### config.mk
export PLATFORM = sky130hd
export DESIGN_NAME = arm_write_arbiter_flat
export DESIGN_NICKNAME = d
export VERILOG_FILES = /design/src/rtl/arm_write_arbiter_if.sv /design/src/rtl/arm_write_arbiter.sv /design/src/flat_wrapper.sv
export SDC_FILE = /design/constraint.sdc
export NUM_CORES = 1
export LEC_CHECK = 0
export CORE_MARGIN = 2
export CORE_UTILIZATION = 29
export CTS_CLUSTER_SIZE = 25
export DETAILED_ROUTE_END_ITERATION = 8
export GPL_ROUTABILITY_DRIVEN = 1
export PLACE_DENSITY_LB_ADDON = 0.2
export SYNTH_ARGS = -nofsm -noshare
export SYNTH_HDL_FRONTEND = slang
export SYNTH_SLANG_ARGS = --single-unit
### constraint.sdc
create_clock -name clk -period 3.3 [get_ports clk]
set_input_delay 0.66 -clock clk [delete_from_list [all_inputs] [get_ports clk]]
set_output_delay 0.66 -clock clk [all_outputs]
set_load 0.05 [all_outputs]
### src/rtl/arm_write_arbiter_if.sv
// Bus between the two instruction-word producers, the arbiter and the ARM
// instruction RAM write port. The arbiter connects through the slave modport;
// the requesters and RAM side connect through the master modport.
`timescale 1ns/1ps

interface arm_write_arbiter_if #(
    parameter int ADDRESS_WIDTH = 10
);
    // Port 0: translator appends at the next sequential address
    logic                     req0;
    logic [31:0]              word0;
    logic                     ack0;
    // Port 1: fixup/backpatch overwrites an already-emitted word
    logic                     req1;
    logic [31:0]              word1;
    logic [ADDRESS_WIDTH-1:0] addr1;
    logic                     ack1;
    // RAM write handshake
    logic                     start_write;
    logic [31:0]              wr_word;
    logic [ADDRESS_WIDTH-1:0] wr_addr;
    logic                     ready_arm;
    // Status
    logic [ADDRESS_WIDTH:0]   emit_ptr;
    logic                     full;
    logic                     err_overflow;
    logic                     err_patch;

    modport slave (
        input  req0, word0, req1, word1, addr1, ready_arm,
        output ack0, ack1, start_write, wr_word, wr_addr,
               emit_ptr, full, err_overflow, err_patch
    );

    modport master (
        output req0, word0, req1, word1, addr1, ready_arm,
        input  ack0, ack1, start_write, wr_word, wr_addr,
               emit_ptr, full, err_overflow, err_patch
    );
endinterface

### src/rtl/arm_write_arbiter.sv
// Two-port write arbiter in front of the ARM instruction RAM. Port 0 appends
// words at emit_ptr, port 1 patches words below emit_ptr. Ties alternate,
// one write is in flight at a time, and illegal requests are acknowledged
// without touching the RAM while raising a sticky error flag.
`timescale 1ns/1ps

module arm_write_arbiter #(
    parameter int ADDRESS_WIDTH = 10,
    parameter int RAM_SIZE      = 1024
) (
    input  logic              clk,
    input  logic              reset,
    arm_write_arbiter_if.slave bus
);

    typedef enum logic [1:0] {
        IDLE  = 2'd0,
        ISSUE = 2'd1,
        WAIT  = 2'd2
    } state_e;

    localparam logic [ADDRESS_WIDTH:0] RAM_WORDS = (ADDRESS_WIDTH + 1)'(RAM_SIZE);
    localparam logic [ADDRESS_WIDTH:0] PTR_ONE   = (ADDRESS_WIDTH + 1)'(1);

    state_e                   state_q, state_d;
    logic                     start_write_q, start_write_d;
    logic                     ack0_q, ack0_d;
    logic                     ack1_q, ack1_d;
    logic [31:0]              wr_word_q, wr_word_d;
    logic [ADDRESS_WIDTH-1:0] wr_addr_q, wr_addr_d;
    logic [ADDRESS_WIDTH:0]   emit_ptr_q, emit_ptr_d;
    logic                     err_overflow_q, err_overflow_d;
    logic                     err_patch_q, err_patch_d;
    // 1 = port 1 was granted last; also identifies the port of the write in flight
    logic                     last_port_q, last_port_d;

    logic full_w;
    logic grant0, grant1, refuse;

    assign full_w = (emit_ptr_q == RAM_WORDS);

    // Arbitration: a lone request wins; a tie goes to the port not served last
    always_comb begin
        grant1 = bus.req1 && (!bus.req0 || !last_port_q);
        grant0 = bus.req0 && !grant1;
        refuse = (grant0 && full_w) ||
                 (grant1 && ({1'b0, bus.addr1} >= emit_ptr_q));
    end

    // State and output register bank
    always_ff @(posedge clk or negedge reset) begin
        if (!reset) begin
            state_q        <= IDLE;
            start_write_q  <= 1'b0;
            ack0_q         <= 1'b0;
            ack1_q         <= 1'b0;
            wr_word_q      <= '0;
            wr_addr_q      <= '0;
            emit_ptr_q     <= '0;
            err_overflow_q <= 1'b0;
            err_patch_q    <= 1'b0;
            last_port_q    <= 1'b0;
        end else begin
            // NOTE: non-blocking so every flop samples the pre-edge value of every other flop.
            state_q        <= state_d;
            start_write_q  <= start_write_d;
            ack0_q         <= ack0_d;
            ack1_q         <= ack1_d;
            wr_word_q      <= wr_word_d;
            wr_addr_q      <= wr_addr_d;
            emit_ptr_q     <= emit_ptr_d;
            err_overflow_q <= err_overflow_d;
            err_patch_q    <= err_patch_d;
            last_port_q    <= last_port_d;
        end
    end

    // Next state: refused grants stay in IDLE, accepted ones run ISSUE -> WAIT
    always_comb begin
        state_d = state_q;
        case (state_q)
            IDLE:    if ((grant0 || grant1) && !refuse) state_d = ISSUE;
            ISSUE:   state_d = WAIT;
            WAIT:    if (bus.ready_arm) state_d = IDLE;
            default: state_d = IDLE;
        endcase
    end

    // Next output values: registered pulses, latched write beat, pointer and error flags
    always_comb begin
        // NOTE: every variable gets a default first so no path through the case infers a latch.
        start_write_d  = 1'b0;
        ack0_d         = 1'b0;
        ack1_d         = 1'b0;
        wr_word_d      = wr_word_q;
        wr_addr_d      = wr_addr_q;
        emit_ptr_d     = emit_ptr_q;
        err_overflow_d = err_overflow_q;
        err_patch_d    = err_patch_q;
        last_port_d    = last_port_q;
        case (state_q)
            IDLE: begin
                if (grant0 || grant1) begin
                    last_port_d = grant1;
                    if (refuse) begin
                        ack0_d         = grant0;
                        ack1_d         = grant1;
                        err_overflow_d = err_overflow_q | grant0;
                        err_patch_d    = err_patch_q | grant1;
                    end else begin
                        // Latch the beat now so later requester changes cannot reach the RAM
                        start_write_d = 1'b1;
                        wr_word_d     = grant1 ? bus.word1 : bus.word0;
                        wr_addr_d     = grant1 ? bus.addr1 : emit_ptr_q[ADDRESS_WIDTH-1:0];
                    end
                end
            end
            WAIT: begin
                if (bus.ready_arm) begin
                    ack0_d = !last_port_q;
                    ack1_d = last_port_q;
                    if (!last_port_q) emit_ptr_d = emit_ptr_q + PTR_ONE;
                end
            end
            default: ;
        endcase
    end

    assign bus.start_write  = start_write_q;
    assign bus.ack0         = ack0_q;
    assign bus.ack1         = ack1_q;
    assign bus.wr_word      = wr_word_q;
    assign bus.wr_addr      = wr_addr_q;
    assign bus.emit_ptr     = emit_ptr_q;
    assign bus.full         = full_w;
    assign bus.err_overflow = err_overflow_q;
    assign bus.err_patch    = err_patch_q;

endmodule

### src/flat_wrapper.sv
// flat-port wrapper written by rule: the top's interface ports become plain ports
module arm_write_arbiter_flat 
#(
    parameter int ADDRESS_WIDTH = 10,
    parameter int RAM_SIZE      = 1024
)
  (clk, reset, bus_req0, bus_word0, bus_req1, bus_word1, bus_addr1, bus_ready_arm, bus_ack0, bus_ack1, bus_start_write, bus_wr_word, bus_wr_addr, bus_emit_ptr, bus_full, bus_err_overflow, bus_err_patch);
  arm_write_arbiter_if #(.ADDRESS_WIDTH(ADDRESS_WIDTH)) bus_i ();
  input  logic clk;
  input  logic reset;
  input wire logic [$bits(bus_i.req0)-1:0] bus_req0;
  input wire logic [$bits(bus_i.word0)-1:0] bus_word0;
  input wire logic [$bits(bus_i.req1)-1:0] bus_req1;
  input wire logic [$bits(bus_i.word1)-1:0] bus_word1;
  input wire logic [$bits(bus_i.addr1)-1:0] bus_addr1;
  input wire logic [$bits(bus_i.ready_arm)-1:0] bus_ready_arm;
  output wire logic [$bits(bus_i.ack0)-1:0] bus_ack0;
  output wire logic [$bits(bus_i.ack1)-1:0] bus_ack1;
  output wire logic [$bits(bus_i.start_write)-1:0] bus_start_write;
  output wire logic [$bits(bus_i.wr_word)-1:0] bus_wr_word;
  output wire logic [$bits(bus_i.wr_addr)-1:0] bus_wr_addr;
  output wire logic [$bits(bus_i.emit_ptr)-1:0] bus_emit_ptr;
  output wire logic [$bits(bus_i.full)-1:0] bus_full;
  output wire logic [$bits(bus_i.err_overflow)-1:0] bus_err_overflow;
  output wire logic [$bits(bus_i.err_patch)-1:0] bus_err_patch;
  assign bus_i.req0 = bus_req0;
  assign bus_i.word0 = bus_word0;
  assign bus_i.req1 = bus_req1;
  assign bus_i.word1 = bus_word1;
  assign bus_i.addr1 = bus_addr1;
  assign bus_i.ready_arm = bus_ready_arm;
  assign bus_ack0 = bus_i.ack0;
  assign bus_ack1 = bus_i.ack1;
  assign bus_start_write = bus_i.start_write;
  assign bus_wr_word = bus_i.wr_word;
  assign bus_wr_addr = bus_i.wr_addr;
  assign bus_emit_ptr = bus_i.emit_ptr;
  assign bus_full = bus_i.full;
  assign bus_err_overflow = bus_i.err_overflow;
  assign bus_err_patch = bus_i.err_patch;
  arm_write_arbiter #(.ADDRESS_WIDTH(ADDRESS_WIDTH), .RAM_SIZE(RAM_SIZE)) u_core (.clk(clk), .reset(reset), .bus(bus_i));
endmodule
# ---- Word-level counts from Yosys, hierarchy flattened
# Cells that the tools add are included.
dict set report classes {
  add_sub_neg 1
  order_cmp 1
  eq_ne 5
  mux 16
  bitwise 4
  reduce_logical 18
}
# op n
set ops {}
lappend ops {{32-bit 2-to-1 mux} 1}
lappend ops {{11-bit by 1-bit adder with 11-bit output (second input constant)} 1}
lappend ops {{11-bit equality test (second input constant)} 1}
lappend ops {{10-bit by 11-bit greater-or-equal comparator with 1-bit output} 1}
lappend ops {{10-bit 2-to-1 mux} 1}
lappend ops {{1-bit 2-to-1 mux} 9}
lappend ops {{3-bit AND reduction} 3}
lappend ops {{2-bit case mux with 3 select lines} 1}
lappend ops {{1-bit logical AND} 5}
lappend ops {{1-bit logical NOT} 4}
lappend ops {{2-bit 2-to-1 mux} 2}
lappend ops {{1-bit case mux with 2 select lines} 2}
lappend ops {{2-bit AND reduction} 2}
lappend ops {{1-bit logical OR} 3}
lappend ops {{2-bit by 1-bit equality test with 1-bit output (second input constant)} 1}
lappend ops {{2-bit equality test (second input constant)} 1}
lappend ops {{2-bit logical NOT} 1}
lappend ops {{2-bit by 1-bit inequality test with 1-bit output (second input constant)} 1}
lappend ops {{2-bit inequality test (second input constant)} 1}
lappend ops {{1-bit inverter} 2}
lappend ops {{1-bit OR} 2}
dict set report word_totals {
  ff_bits 61
  elab_cells 55
}

# ---- Logic depth before layout (Yosys ltp)
# Gate-level depths: netlist of the first run.
dict set report depth {
  ltp_word 11
  depth_mapped 10
  ltp_nobuf 7
}

# ---- Worst setup path before layout of the first run
# OpenSTA, ideal clock, no wires.
dict set report synth_timing {
  kind {register to output}
  start {register u_core.emit_ptr_q[2] (netlist: u_core.bus.emit_ptr[2])}
  end {output port bus_full}
  arrival_time_ns 1.973
  setup_slack_ns 0.667
  stages_incl_launch_ff 6
  path_cell_list {dfrtp_1 buf_2 nor4_1 and4_1 buf_6 clkbuf_1}
}
dict set report synth_between {
  elab_chain_cells 1
}
# element line
set synth_lines {}
lappend synth_lines {{start, declared} arm_write_arbiter.sv:31} ;# logic [ADDRESS_WIDTH:0] emit_ptr_q, emit_ptr_d;
lappend synth_lines {{start signal, assigned} arm_write_arbiter.sv:71} ;# emit_ptr_q <= emit_ptr_d;
lappend synth_lines {{11-bit equality test} arm_write_arbiter.sv:40} ;# assign full_w = (emit_ptr_q == RAM_WORDS);
lappend synth_lines {{end, declared} flat_wrapper.sv:23} ;# output wire logic [$bits(bus_i.full)-1:0] bus_full;
# No other way between the ends.

# ---- Worst setup path in the final report of the first run
dict set report layout_timing {
  start {register u_core.emit_ptr_q[5] (netlist: u_core.bus.emit_ptr[5])}
  end {output port bus_full}
}
# Same word-level chain as after synthesis.

==> metrics.txt, run 1 <==
outcome=completed; clk_lat worst skew=0.33 ns; routed vias=4169; Distinct cells, synth=35; final non-filler cell total=approximately 750; Setup-failing EPs final=0; Final Slew Violations=0; Leakage=around 2.2 nW; First DRT Iteration DRCs=approximately 320; setup repair bufs after CTS=0; deepest clock path buffer count=2; worst slew pin tran=0.998 ns; antenna-violating nets left=0; vias per std cell=approximately 5.6; PortBufs=137; DP Area=approximately 0.0056 mm²; WL/cell=17.6 µm; Critical Path Max Stage Delay=0.47 ns; Ports=between 100 and 150; WP data required=between 2 and 3 ns; H-tree lvl count=3; Max Cap Violations=0; cts repair resizes=0; leading area contributor after synthesis=dfrtp_1; Post-Synthesis Net Count=547; post-detail-place hpwl=8370 µm; most frequent cells in the layout=clkdlybuf4s50_1, dfrtp_1, a21oi_1, nand3_1, nor4_1; total negative slack=0 ns; GP Congestion=0.827; initial core utilization=29.8%; register area share after synthesis=a little under two fifths; max frequency=approximately 360 MHz; Final Instance Area=0.00593 mm²; die height=123 µm; Worst Skew=0.00871 ns; #FFs+latches synth=61; vias in the first global route=3950; CP cell instances=nor4_1 > and4_2 > buf_4 > buf_12; Tmin final=2.76 ns; drt drc=0; largest net degree at the start of global routing=slightly below 90; clk sinks=61; FILL cells=1344; Final Hold Fails=0; first-pass GRT wire length=20800 µm; Synth-to-Final Area Change=43.4%; Worst setup EP type=output pin; Slowest-stage cell, CP=dfrtp_1; number of synthesized flops with an enable pin=0; Top Family by Delay on Critical Path=buffers and inverters; ys flop type=dfrtp_1; Worst EP arrival=2.10 ns; Hold Buf Count CTS=0; Setup WS pre-CTS=0.328 ns; Worst Slack Setup Final=0.540 ns; grt total ovfl=0; Tcrit/Tclk final=83.6%; startpoint types=flop; Post-Place Cells=729; top area cells in the synthesized netlist=dfrtp_1, mux2i_1, or4_1; cts bufs inserted=9; Reg clk slew, reported paths=0.06 ns; Mapped Cells=456; Routed WL=13100 µm; Hold WC Path Type=reg -> reg; share of layout cells above drive strength 1=6.37%; overall power=0.00555 W; Worst Path Max Fanout=44; die area=0.0152 mm²; Max-slew headroom=between 30 and 40%; Avg Inst Size Synth=9.06 µm²; async set or reset register ratio after synthesis=100%; critical path class=reg -> out; Yosys top cell area share=36.9%; Synth Warn #=0; antenna cell count=0; Synth Cell Area=0.00413 mm²; core area=0.0139 mm²; antenna violations before repair=0; most common cell after layout, fill and taps aside=clkdlybuf4s50_1; TritonCTS clock tree=yes; crit path buf inv count=2; Die Span X=123 µm; unrepaired setup endpoints after global routing=no; CTS root buf=clkbuf_16; Pre-Repair DR Iteration Count=4; Peak VDD IR=between 0.5 and 0.6 mV; All-Layer GR Usage=17.4%; final net count=651; PwrDens=936 mW/mm²; Rows=43
-- synthesized netlist by cell type, types with 2 or more instances --
cell type,instances
a21o_1,2
a21oi_1,49
a31oi_1,2
and4_1,2
buf_2,16
buf_6,2
clkbuf_1,30
clkbuf_2,4
dfrtp_1,61
ha_1,12
inv_1,11
mux2i_1,42
nand2_1,9
nand2b_1,5
nand3_1,45
nand4_1,3
nor2_1,5
nor4_1,44
o211ai_1,42
o21ai_0,3
or2_2,2
or4_1,43
xnor2_1,10
-- kinds of logic (layout without fill, tap and decap cells) --
family / count (synthesis) / in the layout / share of synthesized area (%)
AND/OR/NAND/NOR: 164 / 164 / 24.5
AO/OA/AOI/OAI: 102 / 102 / 15.5
buffers and inverters: 64 / 173 / 6.87
flip-flops: 61 / 61 / 36.9
multiplexers: 43 / 43 / 10.4
adder cells (fa/ha/maj): 12 / 12 / 3.63
XOR/XNOR: 10 / 10 / 2.12
-- metal layers --
layer,share of wire (%),global-route usage [%]
met1,46,23.9
met2,47,27.6
met3,5.3,2.35
met4,1.6,7.03
met5,0,0
-- where the power goes --
| group | total [W] | internal (W) | switching, W |
|---|---|---|---|
| Clock | 0.000947 | 0.000588 | 0.000359 |
| Sequential | 0.00139 | 0.00108 | 0.000307 |
| Combinational | 0.00322 | 0.00113 | 0.00209 |
| Total | 0.00555 | 0.00280 | 0.00275 |
-- path summary, 6_finish.rpt --
kind / end / depth (start not counted) / slack [ns] / startpoint
max in group asynchronous: u_core.bus.emit_ptr[7] / 2 / 2.23 / reset
max: bus_full / 4 / 0.54 / u_core.bus.emit_ptr[5]
min in group asynchronous: u_core.bus.wr_word[17] / 2 / 0.52 / reset
max reg2reg: u_core.bus.wr_addr[7] / 4 / 0.81 / u_core.state_q[1]
min: u_core.bus.err_overflow / 1 / 0.48 / u_core.bus.err_overflow
min reg2reg: u_core.bus.err_overflow / 1 / 0.48 / u_core.bus.err_overflow
-- area by class of cell --
cell class	count	area [µm²]	share of cell area [%]
clock inverters	3	17.5	0.295
multi-input cells	331	2360	39.7
clock buffers	13	280	4.73
well taps	180	225	3.80
repair buffers	146	1480	25.0
flip-flops and latches	61	1530	25.7
inverters	11	41.3	0.696
-- metrics by stage --
step,utilization (%),hold slack (ns)
finish,42.7,0.485
floorplan,-,0.364
global placement,40.6,0.454
detailed placement,40.6,0.476
CTS,42.7,0.490
global route,42.7,0.504
-- flip-flops by register name, indices dropped and copies added, names as in the netlist --
name	count
u_core.bus.wr_word	32
u_core.bus.emit_ptr	11
u_core.bus.wr_addr	10
u_core.state_q	2
u_core.bus.ack0	1
u_core.bus.ack1	1
u_core.bus.err_overflow	1
u_core.bus.err_patch	1
u_core.bus.start_write	1
u_core.last_port_q	1
(Power assumes the default switching activity.)
==> run 2, diff against run 1 <==
- clock period: 3.3 -> 2.5 ns (I/O delays scaled with it)
==> run 2 against run 1 <==
  * Clock skew shrank 0.0019 ns
  * Sequential power grew 30%
  * Critical path type is now in -> reg
  * Largest power group unchanged
  * Highest routed layer unchanged
  * Hold slack lost 0.28 ns
  * Utilization grew 0.83 points
  * Cell area grew 1.9%
==> metrics.txt, run 2 (same netlist as run 1, synthesis figures left out) <==
outcome=completed; deepest clock path buffer count=2; Tcrit/Tclk final=between 90% and 100%; Max-slew headroom=42.9%; max reg flops=32; routed vias=approximately 4200; Pre-Repair DR Iteration Count=4; Final Slew Violations=0; die height=123 µm; cts repair resizes=0; core area=0.0139 mm²; All-Layer GR Usage=a little under a fifth; Peak VDD IR=0.562 mV; WP data required=approximately 2.8 ns; Worst Skew=0.00678 ns; WL/cell=17.6 µm; Multi-input gate area=0.00237 mm²; most common cell after layout, fill and taps aside=clkdlybuf4s50_1; critical path class=in -> reg; Final Hold Fails=0; CTS root buf=clkbuf_16; share of layout cells above drive strength 1=8.33%; Fin Hold WS=between 0.2 and 0.25 ns; CP cell instances=clkdlybuf4s50_1 > ha_1 > a21o_1 > a21oi_1 > o22ai_4 > buf_12 > or4_1 > nand3_1; unrepaired setup endpoints after global routing=no; register area=0.00153 mm²; clk sinks=61; TritonCTS clock tree=yes; Worst setup EP type=flop; Worst Path Max Fanout=56; Routed WL=around 13000 µm; Tmin final=2.40 ns; first-pass GRT wire length=approximately 21000 µm; Slowest-stage cell, CP=or4_1; post-detail-place hpwl=8830 µm; final net count=666; FILL cells=roughly 1300; antenna violations before repair=0; First DRT Iteration DRCs=314; Setup-failing EPs final=0; PortBufs=137; initial core utilization=29.8%; drt drc=0; total negative slack=0 ns; Die Span X=123 µm; die area=0.0152 mm²; Worst EP arrival=2.67 ns; cts bufs inserted=9; antenna cell count=0; Reg clk slew, reported paths=0.05 ns; largest net degree at the start of global routing=87; PwrDens=1200 mW/mm²; Synth-to-Final Area Change=46.2%; GP Congestion=0.790; max frequency=416 MHz; Leakage=2.29 nW; Max Cap Violations=0; Hold Buf Count CTS=0; H-tree lvl count=3; Rows=43; worst slew pin tran=0.857 ns; antenna-violating nets left=0; most frequent cells in the layout=clkdlybuf4s50_1, dfrtp_1, a21oi_1, nand3_1, nor4_1; grt total ovfl=0; clk_lat worst skew=0.33 ns; vias per std cell=~5.6; Critical Path Max Stage Delay=0.54 ns; startpoint types=primary input; overall power=0.00725 W; vias in the first global route=just over 4000; setup repair bufs after CTS=0; Hold WC Path Type=in -> async; Ports=138
==> run 2: cell count changes in the layout (fill, tap and decap cells not counted), sizes merged <==
cell	before	now
clkinvlp	1	0
clkinv	2	0
clkbuf	13	12
buf	11	26
==> run 2: per-layer routing <==
metal | wire length, µm | vias up | GRT usage, %
met1 | 5840 | 2043 | 23.2
met4 | 279 | 0 | 7.17
met3 | 742 | 17 | 4.24
met2 | 6470 | 124 | 29.1
met5 | 0 | - | 0
li1 | - | 2025 | -
==> run 2: path summary, 6_finish.rpt <==
kind | start | to | slack [ns] | cells after the start
min in group clk | u_core.bus.err_overflow | u_core.bus.err_overflow | 0.48 | 1
min | reset | u_core.bus.wr_word[5] | 0.20 | 1
min reg2reg | u_core.bus.err_overflow | u_core.bus.err_overflow | 0.48 | 1
max in group asynchronous | reset | u_core.bus.emit_ptr[8] | 1.62 | 2
max | bus_addr1[4] | u_core.bus.wr_word[5] | 0.1 | 8
max reg2reg | u_core.bus.emit_ptr[4] | u_core.bus.wr_word[20] | 0.16 | 6
==> run 2: layout make-up <==
type | instances | area share [%]
clock buffers | 12 | 4.08
inverters | 11 | 0.683
multi-input cells | 331 | 39.2
flip-flops and latches | 61 | 25.3
well taps | 180 | 3.73
repair buffers | 161 | 27.1
==> run 2: worst max-delay path, delay by kind of cell <==
kind,cells,cell delay (ns)
adders and majority gates,1,0.26
buffers and inverters,2,0.69
and+or+nand+nor,2,0.63
AOI/OAI and AO/OA,3,0.55
==> run 2: power by group <==
| group | internal, W | switching, W | total [W] | leakage (nW) |
|---|---|---|---|---|
| clock | 0.000674 | 0.000408 | 0.00108 | 0.120 |
| sequential | 0.00143 | 0.000384 | 0.00181 | 0.722 |
| combinational | 0.00155 | 0.00281 | 0.00436 | 1.45 |
| total | 0.00365 | 0.00360 | 0.00725 | 2.29 |
==> run 2: through the flow <==
stage	area, µm²	util [%]	setup WS (ns)	cells
floorplan	4140	-	0.00983	456
global placement	5780	41.6	-0.257	744
detailed placement	5780	41.6	-0.313	744
CTS	6020	43.4	0.0144	756
global route	6040	43.5	0.00582	756
finish	6040	43.5	0.0960	756
